--- src/rtl/seg_disp_arbiter.sv ---
// seg_disp_arbiter: fixed-priority sharing of the 4-digit display with minimum hold, linger and blanking
module seg_disp_arbiter #(
  parameter int HOLD_CYC = 2_400_000,
  parameter int IDLE_CYC = 24_000_000,
  parameter logic [3:0] BLANK = 4'hF
) (
  input  logic        clk_24m,
  input  logic        rst_n,
  input  logic [2:0]  req,
  input  logic [15:0] data0,
  input  logic [15:0] data1,
  input  logic [15:0] data2,
  output logic [2:0]  ack,
  output logic [15:0] disp_digits,
  output logic [1:0]  disp_owner,
  output logic        disp_active
);
  localparam int MAXC = HOLD_CYC > IDLE_CYC ? HOLD_CYC : IDLE_CYC;
  localparam int CW = $clog2(MAXC);
  typedef enum logic [1:0] {IDLE, HOLD, LINGER} state_t;
  state_t state, state_n;
  logic [CW-1:0] cnt, cnt_n;
  logic [2:0] ack_n;
  logic [15:0] digits_n;
  logic [1:0] owner_n, w;
  logic active_n, hold_end, idle_end, grant;
  // next state and next registered outputs; a grant always beats the linger timeout
  always_comb begin
    hold_end = state == HOLD && cnt == CW'(HOLD_CYC - 1);
    idle_end = state == LINGER && cnt == CW'(IDLE_CYC - 1);
    grant = (state != HOLD || hold_end) && |req;
    w = req[0] ? 2'd0 : req[1] ? 2'd1 : 2'd2;
    state_n = state;
    cnt_n = state == IDLE ? '0 : cnt + 1'b1;
    ack_n = '0;
    digits_n = disp_digits;
    owner_n = disp_owner;
    active_n = disp_active;
    if (grant) begin
      state_n = HOLD;
      cnt_n = '0;
      ack_n = 3'b001 << w;
      digits_n = w == 2'd0 ? data0 : w == 2'd1 ? data1 : data2;
      owner_n = w;
      active_n = 1'b1;
    end else if (hold_end) begin
      state_n = LINGER;
      cnt_n = '0;
    end else if (idle_end) begin
      state_n = IDLE;
      cnt_n = '0;
      digits_n = {4{BLANK}};
      owner_n = 2'd3;
      active_n = 1'b0;
    end
  end
  // state, counter and all outputs registered; reset blanks the display at once
  always_ff @(posedge clk_24m or negedge rst_n) begin
    if (!rst_n) begin
      state <= IDLE;
      cnt <= '0;
      ack <= '0;
      disp_digits <= {4{BLANK}};
      disp_owner <= 2'd3;
      disp_active <= 1'b0;
    end else begin
      state <= state_n;
      cnt <= cnt_n;
      ack <= ack_n;
      disp_digits <= digits_n;
      disp_owner <= owner_n;
      disp_active <= active_n;
    end
  end
endmodule

--- config.mk ---
export PLATFORM = sky130hd
export DESIGN_NAME = seg_disp_arbiter
export DESIGN_NICKNAME = d
export VERILOG_FILES = /design/src/rtl/seg_disp_arbiter.sv
export SDC_FILE = /design/constraint.sdc
export NUM_CORES = 1
export LEC_CHECK = 0
export ABC_AREA = 1
export BUFFER_PORTS_ARGS = -buffer_cell sky130_fd_sc_hd__buf_2
export CAP_MARGIN = 30
export CORE_ASPECT_RATIO = 1.2
export CORE_MARGIN = 4
export CORE_UTILIZATION = 54
export CTS_BUF_LIST = sky130_fd_sc_hd__clkbuf_4
export CTS_CLUSTER_DIAMETER = 40
export CTS_CLUSTER_SIZE = 30
export DETAILED_ROUTE_END_ITERATION = 8
export HOLD_SLACK_MARGIN = 0.05
export PLACE_DENSITY = 0.77
export RECOVER_POWER = 25
export SYNTH_ARGS = -nofsm -noshare
export SYNTH_HDL_FRONTEND = slang
export SYNTH_SLANG_ARGS = --single-unit
--- constraint.sdc ---
create_clock -name clk_24m -period 2.3 [get_ports clk_24m]
set_input_delay 0.46 -clock clk_24m [delete_from_list [all_inputs] [get_ports clk_24m]]
set_output_delay 0.46 -clock clk_24m [all_outputs]
set_load 0.1 [all_outputs]
==> flow_metrics.tcl <==
set metrics [dict create \
    ys_seq_area_share_pct 40.2 \
    tightest_slew_ns 1.32 \
    post_cts_resized 0 \
    power_mw 2.54 \
    clk_latency_ns 0.37 \
    max_freq_mhz 489 \
    layout_min_cycle_time_ns 2.04 \
    nNetsFinal 529 \
    drv_cap 0 \
    end_kind "flip-flop" \
    gr-usage-all-layers_pct 19.7 \
    postCtsSetupBuffers 0 \
    fin_cells 540 \
    die_w_um 77.2 \
    clockRootBuffer "clkbuf_4" \
    firstDrtPassIters 4 \
    tns_ns 0 \
    outcome "finished clean" \
    mostFrequentLayoutCell "nand2_1" \
    hold_viol 0 \
    crit_fanout 27 \
    die_h_um 91.1 \
    grt_pass1_vias 2637 \
    synth.net_count 456 \
    ant_nets 0 \
    ys_ff_latch 49 \
    crit_type "reg2reg" \
    globalplace.congestion 0.926 \
    cts_made_buffers 5 \
    io_pins 75 \
    row_count 30 \
    netlist.area_leader.share_pct 25.0 \
    fin_area_um2 3550 \
    r2r_slack_ns 0.26 \
    required_ns 2.55 \
    arrival_ns 2.30 \
    diodes 0 \
    drt_wl_total_um 6520 \
    portBuffers 74 \
    place_inst 532 \
    grt_max_degree 28 \
    irDropWorstVdd_uv 570 \
    cts.sinks 49 \
    slew_headroom_pct 11.8 \
    cp-start-kind "flip-flop" \
    yosysTopAreaCell "dfrtp_1" \
    place_ws_ns 0.272 \
    layout_common_cells "124 x nand2_1, 73 x buf_2, 61 x nand3_1, 45 x nor2_1, 31 x dfrtp_1" \
    grt_antenna_before_repair 0 \
    clk_pin_slew_ns 0.15 \
    dieArea_um2 7030 \
    num_vias 2707 \
    drtIter0Drc 116 \
    core_area_um2 5630 \
    synthToLayoutAreaGrowth_pct 14.4 \
    yosysUniqueCellTypes 32 \
    avgSynthCellArea_um2 7.73 \
    finalClockSkew_ns 0.0181 \
    place_area_um2 3500 \
    hold_class "in2async" \
    finalMaxSlewViolations 0 \
    avgViaCountPerCell 5.01 \
    post_drt_wl_per_cell_um 12.1 \
    initial_core_util_pct 55.2 \
    setup_ws_ns 0.256 \
    synth.area.top_cells "dfrtp_1 25%, dfstp_2 15%, nand2_1 15%, nand3_1 9.8%, nor2_4 6.9%" \
    period_share_pct 88.9 \
    cts_tree "done" \
    dp_hpwl_um 5250 \
    drc 0 \
    grt_pass1_wl_um 11400 \
    cts_max_level 2 \
    p_leak_nw 1.65 \
    synth_cells 402 \
    holdBufCountCts 0 \
    setup_viol 0 \
    rsz0062_at_grt "no" \
    yosys_warnings 0 \
    synthesis.area_um2 3110 \
    clk_path_buf_depth 2 \
    power.density_nw_per_um2 714 \
    drive_gt1_share_pct 28.8 \
    gr-total-overflow 0 \
]
flip-flops by register name (all words and copies together) (netlist names):
signal,count
ack,3
disp_active,1
disp_digits,16
state,2
disp_owner,2
cnt,25
critical path: stages, from the launching register on:
cell and delay (ns):
dfrtp_1 0.42, ha_1 0.24, nand3_2 0.12, inv_2 0.08, nand2_4 0.06, nor2_4 0.12
nand2_2 0.10, nand2_8 0.15, nand2_8 0.15, nand3_4 0.13, buf_12 0.25, nor2_1 0.06
final cells by class:
type,instances,area (µm²)
Sequential cell,49,1250
Timing Repair Buffer,81,430
Clock inverter,3,21.3
Multi-Input combinational cell,310,1630
Fill cell,514,2080
Tap cell,64,80.1
Clock buffer,5,37.5
Inverter,28,110
stage by stage:
stage          hold WS (ns)  util (%)
3_5_place_dp          0.476      62.2
2_1_floorplan         0.164         -
6_report              0.349      63.1
4_1_cts              0.0520      63.2
5_1_grt               0.383      63.1
3_3_place_gp          0.467      62.2
synthesized netlist by cell type, drive strengths merged:
master    n
nand2   129
nor2     67
nand3    64
dfrtp    31
inv      25
dfstp    18
xor2     18
a21oi    16
buf      12
nand4     5
clkbuf    3
clkinv    3
xnor2     3
nor3      2
o21ai     2
or2       2
and2      1
ha        1
logic make-up after synthesis:
group	synth area share, %
XOR/XNOR	5.92
adder cells (fa/ha/maj)	0.403
AND/OR/NAND/NOR	43.1
flip-flops	40.2
buffers and inverters	7.45
AO/OA/AOI/OAI	2.90
power breakdown:
part | switching (mW) | leakage (nW) | internal, mW
sequential | 0.102 | 0.605 | 1.03
clock | 0.274 | 0.0332 | 0.122
combinational | 0.788 | 1.01 | 0.221
per-layer routing:
layer	share of wire [%]	track usage, %	wire length (µm)
met2	52	37.1	3390
met1	41	22.3	2660
met4	1.5	5.79	95
met3	5.8	3.67	381
met5	0	0	0
worst paths after layout:
kind                                startpoint  cells past startpoint             end
min in group clk_24m                    req[1]                      3          ack[1]
worst max-delay path                    cnt[0]                     11          cnt[3]
max in group asynchronous                rst_n                      2          cnt[9]
worst min register to register  disp_digits[6]                      2  disp_digits[6]
worst max register to register          cnt[0]                     11          cnt[3]
worst min-delay path                     rst_n                      1     disp_active
(Power assumes the default switching activity.)
